## config.mk

```make
export PLATFORM = sky130hd
export DESIGN_NAME = rr_arbiter_4
export DESIGN_NICKNAME = d
export VERILOG_FILES = /design/src/rtl/rr_arbiter_4.sv
export SDC_FILE = /design/constraint.sdc
export NUM_CORES = 1
export LEC_CHECK = 0
export BUFFER_PORTS_ARGS = -buffer_cell sky130_fd_sc_hd__clkbuf_2
export CAP_MARGIN = 25
export CORE_MARGIN = 2
export CORE_UTILIZATION = 58
export CTS_BUF_LIST = sky130_fd_sc_hd__clkbuf_8
export CTS_CLUSTER_DIAMETER = 120
export CTS_CLUSTER_SIZE = 28
export DETAILED_ROUTE_END_ITERATION = 8
export GPL_TIMING_DRIVEN = 0
export MAX_ROUTING_LAYER = met4
export PLACE_DENSITY = 0.81
export SYNTH_ARGS = -nofsm -noshare
export SYNTH_HDL_FRONTEND = slang
export SYNTH_SLANG_ARGS = --single-unit
```

## constraint.sdc

```tcl
create_clock -name clk -period 2.3 [get_ports clk]
set_input_delay 0.46 -clock clk [delete_from_list [all_inputs] [get_ports clk]]
set_output_delay 0.46 -clock clk [all_outputs]
set_load 0.05 [all_outputs]
```

## src/rtl/rr_arbiter_4.sv

```systemverilog
// Four-requester round-robin arbiter: registered one-hot grant, zero-bubble handoff.
// Optional hold-time preemption is compiled in when RR_ARB_TIMEOUT_EN is defined.
module rr_arbiter_4 #(
    parameter int unsigned TIMEOUT_CYCLES = 16
) (
    input  logic       clk,
    input  logic       rst_n,
    input  logic [3:0] req,
    output logic [3:0] gnt,
    output logic [1:0] gnt_idx,
    output logic       gnt_valid,
    output logic       preempt
);
    typedef enum logic {
        IDLE  = 1'b0,
        GRANT = 1'b1
    } state_t;

    state_t     state, state_nxt;
    logic [1:0] last_idx, last_nxt, idx_nxt;
    logic [3:0] gnt_nxt;
    logic       new_grant;
    logic       timeout;
    logic [2:0] pick_any, pick_other;

    if (TIMEOUT_CYCLES < 2 || TIMEOUT_CYCLES > 255) begin : g_bad_timeout
        $error("rr_arbiter_4: TIMEOUT_CYCLES must be within 2..255");
    end

    // Returns {found, index}: first set bit of mask searching from last+1, wrapping.
    function automatic logic [2:0] rr_pick(input logic [3:0] mask, input logic [1:0] last);
        logic [2:0] result;
        logic [1:0] cand;
        result = 3'b000;
        // Walk from lowest to highest priority so the last hit is the winner.
        for (int k = 4; k >= 1; k--) begin
            cand = last + 2'(k);
            if (mask[cand]) result = {1'b1, cand};
        end
        return result;
    endfunction

    assign gnt_valid = (state == GRANT);

    always_comb begin
        // NOTE: every output of this block gets a default first, so no path can infer a latch.
        state_nxt  = state;
        idx_nxt    = gnt_idx;
        last_nxt   = last_idx;
        new_grant  = 1'b0;
        pick_any   = rr_pick(req, last_idx);
        // The current owner is masked so a release or preemption never re-grants itself.
        pick_other = rr_pick(req & ~(4'b0001 << gnt_idx), last_idx);

        unique case (state)
            IDLE: begin
                if (pick_any[2]) begin
                    state_nxt = GRANT;
                    idx_nxt   = pick_any[1:0];
                    new_grant = 1'b1;
                end
            end
            GRANT: begin
                if (!req[gnt_idx] || timeout) begin
                    if (pick_other[2]) begin
                        idx_nxt   = pick_other[1:0];
                        new_grant = 1'b1;
                    end else if (!req[gnt_idx]) begin
                        state_nxt = IDLE;
                        idx_nxt   = 2'd0;
                    end
                end
            end
            default: state_nxt = IDLE;
        endcase

        if (new_grant) last_nxt = idx_nxt;
        gnt_nxt = (state_nxt == GRANT) ? (4'b0001 << idx_nxt) : 4'b0000;
    end

    always_ff @(posedge clk) begin
        // NOTE: sequential state uses non-blocking assignments so every register samples pre-edge values.
        if (!rst_n) begin
            state    <= IDLE;
            gnt      <= 4'b0000;
            gnt_idx  <= 2'd0;
            last_idx <= 2'd3;
        end else begin
            state    <= state_nxt;
            gnt      <= gnt_nxt;
            gnt_idx  <= idx_nxt;
            last_idx <= last_nxt;
        end
    end

`ifdef RR_ARB_TIMEOUT_EN
    localparam logic [7:0] HOLD_MAX = 8'(TIMEOUT_CYCLES - 1);

    logic [7:0] hold_cnt;
    logic       preempt_q;

    assign timeout = (hold_cnt == HOLD_MAX);
    assign preempt = preempt_q;

    always_ff @(posedge clk) begin
        if (!rst_n) begin
            hold_cnt  <= 8'd0;
            preempt_q <= 1'b0;
        end else begin
            // A new grant while the owner still requests can only be a timeout handoff.
            preempt_q <= new_grant && (state == GRANT) && req[gnt_idx];
            if (new_grant) begin
                hold_cnt <= 8'd0;
            end else if (state == GRANT && !timeout) begin
                hold_cnt <= hold_cnt + 8'd1;
            end
        end
    end
`else
    assign timeout = 1'b0;
    assign preempt = 1'b0;
`endif

endmodule

```

Word-level counts from Yosys, hierarchy flattened
Cells that the tools add are included.
{"block": "word_totals", "regBits": 9, "inputBits": 6, "output_inout_bits": 8, "wordCells": 54}
{"block": "classes", "addsub": 3, "n_lt_le_gt_ge": 5, "n_shift": 2, "mux": 36, "bitwise_logic": 3, "n_reduce_logical": 1}
{"operator": "$mux 3", "count": 8}
{"operator": "$bmux 1 s2", "count": 9}
{"operator": "$lt 2x3->1 const B", "count": 5}
{"operator": "$mux 1", "count": 13}
{"operator": "$shl 1x2->4 const A", "count": 2}
{"operator": "$mux 2", "count": 3}
{"operator": "$add 2x2->2 const B", "count": 2}
{"operator": "$and 4x4->4", "count": 1}
{"operator": "$not 4->4", "count": 1}
{"operator": "$pmux 1 s2", "count": 2}
{"operator": "$pmux 2 s2", "count": 1}
{"operator": "$add 2x1->2 const B", "count": 1}
{"operator": "$reduce_and 2->1", "count": 1}
{"operator": "$not 1->1", "count": 1}

Depth between registers and ports, before layout
Gate-level depths: netlist (run 1).
{"block": "depth", "ltp_word": 13, "ltp_mapped": 8}

Least setup slack after synthesis (run 1)
OpenSTA, ideal clock, no wires.
{"block": "synth_path", "path_type": "reg2reg", "from": "register gnt_idx[1]", "to": "register last_idx[0]", "setup_time_ps": 135, "arrival_time_ps": 2049, "required_time_ps": 2165, "slack_ps": 116, "path_stages_with_launch": 8, "n_path_buf": 2, "period_less_slack_ps": 2184, "path_cell_list": "dfxtp_1 -> buf_6 -> buf_8 -> mux2_2 -> a21boi_0 -> nand2_1 -> mux2i_4 -> o221ai_1"}
{"block": "synth_between", "elab_chain_len": 12, "elab_cells_between_ends": 23, "classes_between": "1 x shift; 20 x mux; 2 x bitwise"}
{"item": "start, declared", "line": "10", "source": "output logic [1:0] gnt_idx,"}
{"item": "start signal, assigned", "line": "91", "source": "gnt_idx <= idx_nxt;"}
{"item": "$shl 1x2->4", "line": "53", "source": "pick_other = rr_pick(req & ~(4'b0001 << gnt_idx), last_idx);"}
{"item": "$not 4->4", "line": "53"}
{"item": "$and 4x4->4", "line": "53"}
{"item": "$bmux 1 s2", "line": "38", "source": "if (mask[cand]) result = {1'b1, cand};"}
{"item": "$mux 1 (not written as such)", "line": "38"}
{"item": "$mux 3 (4 in series)", "line": "38"}
{"item": "$mux 2 or $mux 1 (tied branches)"}
{"item": "$mux 2 or $mux 1 (tied branches)", "line": "64", "source": "if (!req[gnt_idx] || timeout) begin"}
{"item": "$pmux 2 s2 or $pmux 1 s2 (tied branches)", "line": "55", "source": "unique case (state)"}
{"item": "end signal, assigned", "line": "92", "source": "last_idx <= last_nxt;"}
{"item": "end, declared", "line": "20", "source": "logic [1:0] last_idx, last_nxt, idx_nxt;"}
Parallel ways exist; a longest one is shown, timed or not. The select of a mux whose other input is x is not followed.
A chain may end at the register's enable or synchronous reset.

Final worst setup path (run 1)
{"block": "layout_path", "from": "register gnt_idx[0]", "to": "register gnt[1]"}
{"block": "layout_between", "elab_chain_len": 13, "elab_cells_between_ends": 26, "classes_between": "2 x shift; 21 x mux; 2 x bitwise; 1 x reduce/logical"}
{"item": "$shl 1x2->4", "line": "53"}
{"item": "$not 4->4", "line": "53"}
{"item": "$and 4x4->4", "line": "53"}
{"item": "$bmux 1 s2", "line": "38"}
{"item": "$mux 1 (not written as such)", "line": "38"}
{"item": "$mux 3 (4 in series)", "line": "38"}
{"item": "$mux 2 or $mux 1 (tied branches)", "line": "65", "source": "if (pick_other[2]) begin"}
{"item": "$mux 2 or $mux 1 (tied branches)", "line": "64"}
{"item": "$pmux 2 s2 or $pmux 1 s2 (tied branches)", "line": "55"}
{"item": "$shl 1x2->4 or $reduce_and 2->1 (tied branches)"}
{"item": "end signal, assigned", "line": "90", "source": "gnt <= gnt_nxt;"}
{"item": "end, declared", "line": "9", "source": "output logic [3:0] gnt,"}
Parallel ways exist; a longest one is shown, timed or not. The select of a mux whose other input is x is not followed.

==> results by group, run 1 <==
Final layout
  • Commonest non-fill, non-tap cell in the layout: nand2_1
  • Area Overhead vs Synth: 11.86%
  • Commonest cells after routing, fill and taps aside: nand2_1 (10), dfxtp_1 (9), clkbuf_2 (9), clkbuf_8 (7), nor2_1 (7)
  • Util after Layout: 0.6894
  • Nets: 130
  • Diodes inserted: 0
  • Share of layout cells above drive strength 1: 0.3171
  • Layout Cell Area excl Fill: 0.001039 sq mm
  • Layout fillers: 139
  • Finished Layout Cells: 139

Yosys
  • Fraction of registers with async set/reset: 0
  • Main flop type after synthesis: dfxtp_1
  • Sequential-to-total area share from yosys stat: 0.1941
  • Mapped Cells: between 100 and 150
  • Synth Register Bits: 9
  • Mapped Area: 928.4 sq um
  • Average cell area after synthesis: between 8 and 9 sq um
  • Post-synth EDFFs: 0
  • Distinct cells, synth: 50
  • Syn_nets: 116
  • YS warnings: 0

Hold path
  • Hold EP: last_idx[0]
  • HP Start: rst_n
  • Hold Path Depth: 2
  • Min-Delay Path Class: in2reg

STA
  • Unrepaired setup endpoints after global routing: false
  • Hold_ws: between 0.4 and 0.5 ns
  • Final max-slew violation count: 0
  • Fmax: 491.9 MHz
  • Setup Viol. Count Final: 0
  • Fin crit share: 0.8838
  • Fin. Hold Viols: 0
  • Post-route minimum period: 2.033 ns
  • Setup ws final: 0.2672 ns
  • Final Skew: 0.003003 ns
  • Setup TNS: 0 ns

Worst setup path
  • Reg2reg end: gnt[1]
  • Slowest CP cell: dfxtp_1
  • CP cell instances: buf_4, mux2_2, nand2_1, o21ai_0, a31o_2, o2bb2ai_2, nor4_1
  • R2r startpoint: gnt_idx[0]
  • Startpoint Class: flip-flop
  • Crit Path Class: reg2reg
  • Worst EP required: 2.43 ns
  • Slowest stage delay, CP: 0.48 ns
  • CP Capture Type: flip-flop
  • Critical path fanouts, max: 10
  • Worst reg-to-reg setup slack: between 0.2 and 0.3 ns
  • Register-to-Register Path Depth: 7
  • Crit path DAT: 2.16 ns

Clock tree
  • Maximum clock path buffer count: 2
  • Root Driver: clkbuf_8
  • Clock buffers created by TritonCTS: 3
  • CTS tree: yes
  • CTS Hold Bufs: 0
  • Worst-path clk slew: roughly 0.04 ns
  • Post-CTS Resized: 0
  • H-Tree Depth: 1
  • Post-CTS Setup Bufs: 0
  • Clock sink count: 9
  • Worst-Skew Late Latency: 0.23 ns

Power
  • Worst vdd ir: between 1000 and 1500 uV
  • Power density over cell area: 1066 mW/mm^2
  • Final Power: 1.107 mW
  • Pleak: 0.4598 nW

GRT
  • Initial antenna violation count: 0
  • Pin count of the biggest net entering global routing: 11
  • Vias in the first global route: 790
  • Grt ovf: 0
  • Total track usage: 0.2498
  • First-pass GRT wire length: 3.567 mm

Drt
  • First-pass iteration count of the detailed router: 4
  • Vias: 900
  • DRC: 0
  • WL final: 2.121 mm
  • Routed len/inst: roughly 15 um
  • Vias per cell: 6.475
  • DR iter-0 viols: 36
  • Antenna viol nets, final: 0

Floorplan
  • Chip height: 44.01 um
  • Core area: 0.001506 sq mm
  • Cell row count: 14
  • Die ar.: 0.001937 sq mm
  • Num ports: 14
  • Initial Util: 0.6163
  • Die X: 44.01 um

Place
  • Placed insts: 135
  • Buffers added on ports: 9
  • DP Worst Slack: 0.2370 ns
  • Routability Congestion: approximately 0.93
  • DP HPWL: 1.593 mm
  • DP Area: 993.5 sq um

Flow run
  • Max-cap violations: 0

Run status
  • Status: finished clean
## where the power goes
part / switching (mW) / internal [mW] / total [mW]
registers: 0.0302 / 0.195 / 0.225
logic: 0.430 / 0.275 / 0.705
clock network: 0.0611 / 0.116 / 0.177
total: 0.521 / 0.586 / 1.11
## layer usage
| layer | track usage | vias to the layer above | part of all wire | routed length (um) |
|---|---|---|---|---|
| met5 | - | - | 0 | 0 |
| li1 | - | 443 | - | - |
| met2 | 0.3794 | 46 | 0.46 | 982 |
| met3 | 0.07347 | 2 | 0.081 | 172 |
| met4 | 0.03030 | 0 | 0.0066 | 14 |
| met1 | 0.3392 | 409 | 0.45 | 951 |
## state kept, by name, indices dropped and copies added (netlist names)
signal / cells
gnt_idx: 2
gnt: 4
gnt_valid: 1
last_idx: 2
## layout make-up
class                   count  area, sq um  share of cell area
multi-input cells          86        616.8              0.5940
plain buffers              11        116.4              0.1120
well taps                  16        20.02             0.01928
flip-flops and latches      9        180.2              0.1735
repair buffers              9        45.04             0.04337
clock inverters             1        3.754            0.003614
inverters                   4        15.01             0.01446
clock buffers               3        41.29             0.03976
## worst max path at each step
stage / slack, ns / to / depth (start not counted) / from
6_report: 0.27 / gnt[1] / 7 / gnt_idx[0]
5_1_grt: 0.08 / gnt[1] / 7 / gnt_idx[0]
4_1_cts: 0.29 / last_idx[0] / 7 / gnt_idx[1]
3_5_place_dp: 0.24 / gnt[1] / 7 / req[3]
3_3_place_gp: 0.25 / gnt[1] / 7 / req[3]
2_1_floorplan: 0.12 / last_idx[0] / 7 / gnt_idx[1]
## Yosys cell counts, drive strengths merged (2+ instances only)
cell type / instances / share of area
nand2: 11 / 0.047
nand3: 2 / 0.011
clkbuf: 4 / 0.059
and2b: 4 / 0.036
inv: 4 / 0.016
a21oi: 4 / 0.022
o31ai: 3 / 0.030
a31o: 2 / 0.019
or2b: 2 / 0.016
nor3: 4 / 0.027
o211a: 3 / 0.032
mux2: 2 / 0.024
mux2i: 3 / 0.046
a22oi: 2 / 0.016
and2: 2 / 0.013
a211oi: 3 / 0.024
nor2: 7 / 0.028
o21a: 2 / 0.016
a21boi: 2 / 0.020
o21ai: 5 / 0.027
o221ai: 2 / 0.019
buf: 7 / 0.066
a31oi: 3 / 0.020
dfxtp: 9 / 0.19
a311oi: 2 / 0.026
nor4: 3 / 0.020
## cell families (layout without fill, tap and decap cells)
group | count (synthesis) | after routing | share of synthesized area
AOI/OAI and AO/OA | 42 | 42 | 0.3693
buffers and inverters | 15 | 28 | 0.1415
DFF | 9 | 9 | 0.1941
muxes | 5 | 5 | 0.07008
other | 1 | 1 | 0.004039
and+or+nand+nor | 38 | 38 | 0.2210
## worst max-delay path, delay by kind of cell, from the launching register on
kind	cells	cell delay (ns)
buffers and inverters	1	0.24
flip-flops	1	0.48
multiplexers	1	0.34
AND/OR/NAND/NOR	2	0.34
AO/OA/AOI/OAI	3	0.52
(Power assumes the default switching activity.)
==> run 2, diff against run 1 <==
--- a/config.mk
+++ b/config.mk
@@ -5,17 +5,20 @@
 export SDC_FILE = /design/constraint.sdc
 export NUM_CORES = 1
 export LEC_CHECK = 0
+export ABC_AREA = 1
 export BUFFER_PORTS_ARGS = -buffer_cell sky130_fd_sc_hd__clkbuf_2
 export CAP_MARGIN = 25
 export CORE_MARGIN = 2
-export CORE_UTILIZATION = 58
+export CORE_UTILIZATION = 57
 export CTS_BUF_LIST = sky130_fd_sc_hd__clkbuf_8
 export CTS_CLUSTER_DIAMETER = 120
 export CTS_CLUSTER_SIZE = 28
 export DETAILED_ROUTE_END_ITERATION = 8
+export GPL_ROUTABILITY_DRIVEN = 1
 export GPL_TIMING_DRIVEN = 0
 export MAX_ROUTING_LAYER = met4
 export PLACE_DENSITY = 0.81
+export RECOVER_POWER = 25
 export SYNTH_ARGS = -nofsm -noshare
 export SYNTH_HDL_FRONTEND = slang
 export SYNTH_SLANG_ARGS = --single-unit
==> results by group, run 2 <==
Worst setup path
  • Worst EP required: 2.46 ns (+0.03 ns)
  • Critical path fanouts, max: 6 (-4)
  • Crit path DAT: 1.88 ns (-0.28 ns)
  • Crit Path Class: reg2reg
  • Startpoint Class: flip-flop
  • CP Capture Type: flip-flop

STA
  • Final max-slew violation count: 0 (unchanged)
  • Fin. Hold Viols: 0 (unchanged)
  • Setup TNS: 0 ns (unchanged)
  • Setup ws final: 0.5832 ns (+0.3160 ns)
  • Post-route minimum period: 1.717 ns (-0.3160 ns)
  • Slew @ Worst Pin: just under 0.6 ns
  • Unrepaired setup endpoints after global routing: false
  • Fmax: 582.5 MHz (+18%)
  • Relative slew margins: 0.6049
  • Fin crit share: 0.7464 (-0.1374)
  • Final Skew: 0.003501 ns (+0.0004975 ns)
  • Setup Viol. Count Final: 0 (unchanged)

Yosys
  • Post-synth EDFFs: 0 (unchanged)
  • Synth top cells by count: nand2_1 (55), inv_1 (17), nand3_1 (15), nor2_1 (15), nand2_2 (11)
  • Ranking of synthesized cells by area: nand2_1 (24%), dfxtp_1 (21%), nand3_1 (8.8%)
  • Mapped Area: 850.8 sq um (-8.4%)
  • Top-count cell post-synth: nand2_1
  • Mapped Cells: 150 (+36%)
  • Fraction of registers with async set/reset: 0 (unchanged)
  • Synth top area share: 0.2426 (+0.04858)
  • Sequential-to-total area share from yosys stat: 0.2118 (+0.01769)
  • Distinct cells, synth: 20 (-60%)
  • Syn_nets: 156 (+34%)
  • Leading area contributor after synthesis: nand2_1
  • YS warnings: 0 (unchanged)
  • Synth Register Bits: 9 (unchanged)
  • Main flop type after synthesis: dfxtp_1
  • Average cell area after synthesis: 5.672 sq um (-33%)

Final layout
  • Area Overhead vs Synth: 13.97%
  • Layout Cell Area excl Fill: 969.7 sq um (-6.6%)
  • Nets: 173 (+33%)
  • Commonest cells after routing, fill and taps aside: nand2_1 (55), inv_1 (18), nand3_1 (15), nor2_1 (15), nand2_2 (11)
  • Share of layout cells above drive strength 1: 0.2410 (-0.07611)
  • Max reg flops: 4 (unchanged)
  • Finished Layout Cells: 181 (+30%)
  • Commonest non-fill, non-tap cell in the layout: nand2_1
  • Diodes inserted: 0 (unchanged)
  • Top reg by flops: gnt
  • Layout fillers: 114 (-18%)
  • Largest regs: gnt (4), gnt_idx (2), last_idx (2)

Place
  • Routability Congestion: 0.9259 (-0.62%)
  • DP Area: 929.6 sq um (-6.4%)
  • Placed insts: 177 (+31%)
  • DP Worst Slack: 0.5641 ns (+0.3271 ns)
  • Buffers added on ports: 12 (+3)
  • DP HPWL: 1.502 mm (-5.7%)

Clock tree
  • CTS tree: yes
  • Clock sink count: 9 (unchanged)
  • Post-CTS Setup Bufs: 0 (unchanged)
  • Worst-Skew Late Latency: 0.23 ns (about the same)
  • Maximum clock path buffer count: 2 (unchanged)
  • Root Driver: clkbuf_8
  • Worst-path clk slew: 0.05 ns (about the same)
  • CTS Hold Bufs: 0 (unchanged)
  • Clock buffers created by TritonCTS: 3 (unchanged)
  • H-Tree Depth: 1 (unchanged)
  • Post-CTS Resized: 0 (unchanged)

Drt
  • WL final: 1.980 mm (-6.6%)
  • First-pass iteration count of the detailed router: 4 (unchanged)
  • Vias per cell: 5.149 (-20%)
  • Antenna viol nets, final: 0 (unchanged)
  • Vias: 932 (+3.6%)
  • Routed len/inst: 10.94 um (-28%)
  • DR iter-0 viols: 22 (-39%)
  • DRC: 0 (unchanged)

Floorplan
  • Die ar.: 0.001818 sq mm (-6.2%)
  • Num ports: 14 (unchanged)
  • Core area: 0.001350 sq mm (-10%)
  • Initial Util: 0.6302 (+0.01393)
  • Die X: 42.64 um (-3.1%)
  • Cell row count: 13 (-1)
  • Chip height: 42.64 um (-3.1%)

GRT
  • Grt ovf: 0 (unchanged)
  • Total track usage: 0.2443 (-0.005438)
  • Vias in the first global route: 825 (+4.4%)
  • Pin count of the biggest net entering global routing: 11 (unchanged)
  • Initial antenna violation count: 0 (unchanged)
  • First-pass GRT wire length: 3.367 mm (-5.6%)

Hold path
  • Min-Delay Path Class: in2reg

Flow run
  • Max-cap violations: 0 (unchanged)

Run status
  • Status: finished clean
## run 2: cell type report
| cell class | instances | area [sq um] | area share |
|---|---|---|---|
| Clock buffer | 3 | 41.29 | 0.04258 |
| Sequential cell | 9 | 180.2 | 0.1858 |
| Clock inverter | 1 | 3.754 | 0.003871 |
| Tap cell | 15 | 18.77 | 0.01935 |
| Buffer | 3 | 30.03 | 0.03097 |
| Inverter | 22 | 82.58 | 0.08516 |
| Timing Repair Buffer | 12 | 55.05 | 0.05677 |
| Multi-Input combinational cell | 116 | 558.0 | 0.5755 |
## run 2: layer usage
metal | track usage | wire, um | up-vias
li1 | - | - | 497
met1 | 0.2872 | 856 | 395
met2 | 0.4091 | 947 | 30
met3 | 0.01724 | 89 | 10
met4 | 0.1313 | 87 | 0
met5 | - | 0 | -
## run 2: cell families (layout without fill, tap and decap cells)
group,after synthesis,after routing,share of synthesized area
simple gates,105,105,0.5676
other cells,1,1,0.004408
flops,9,9,0.2118
buf+inv,25,41,0.1324
xor+xnor,1,1,0.01912
compound gates,9,9,0.06470
## run 2: worst paths after layout
path,from,to,slack [ns],cells past startpoint
worst max-delay path,gnt_idx[0],gnt[0],0.58,12
worst min-delay path,rst_n,last_idx[0],0.50,4
worst max register to register,gnt_idx[0],gnt[0],0.58,12
worst min register to register,gnt_valid,gnt[0],0.63,3
## run 2: stage by stage
stage / utilization / hold slack, ns
floorplan: - / 0.6047
global placement: 0.6886 / 0.5703
detailed placement: 0.6886 / 0.5629
CTS: 0.7220 / 0.4995
global route: 0.7183 / 0.5352
finish: 0.7183 / 0.5026
## run 2: critical path, stage by stage (launching register included)
cell	delay, ns
dfxtp_1	0.46
nand2_1	0.16
nand3_2	0.09
nand2_1	0.07
nor2_1	0.19
nand3_2	0.10
nor2_2	0.14
nor2_4	0.05
nand3_2	0.06
nand2_2	0.08
nand2_2	0.09
nand2_2	0.06
nor2_1	0.11
Power of run 2 is left out: the tool's default activity adds up to more than one toggle a clock period on the data nets, which glitch-free logic cannot reach.
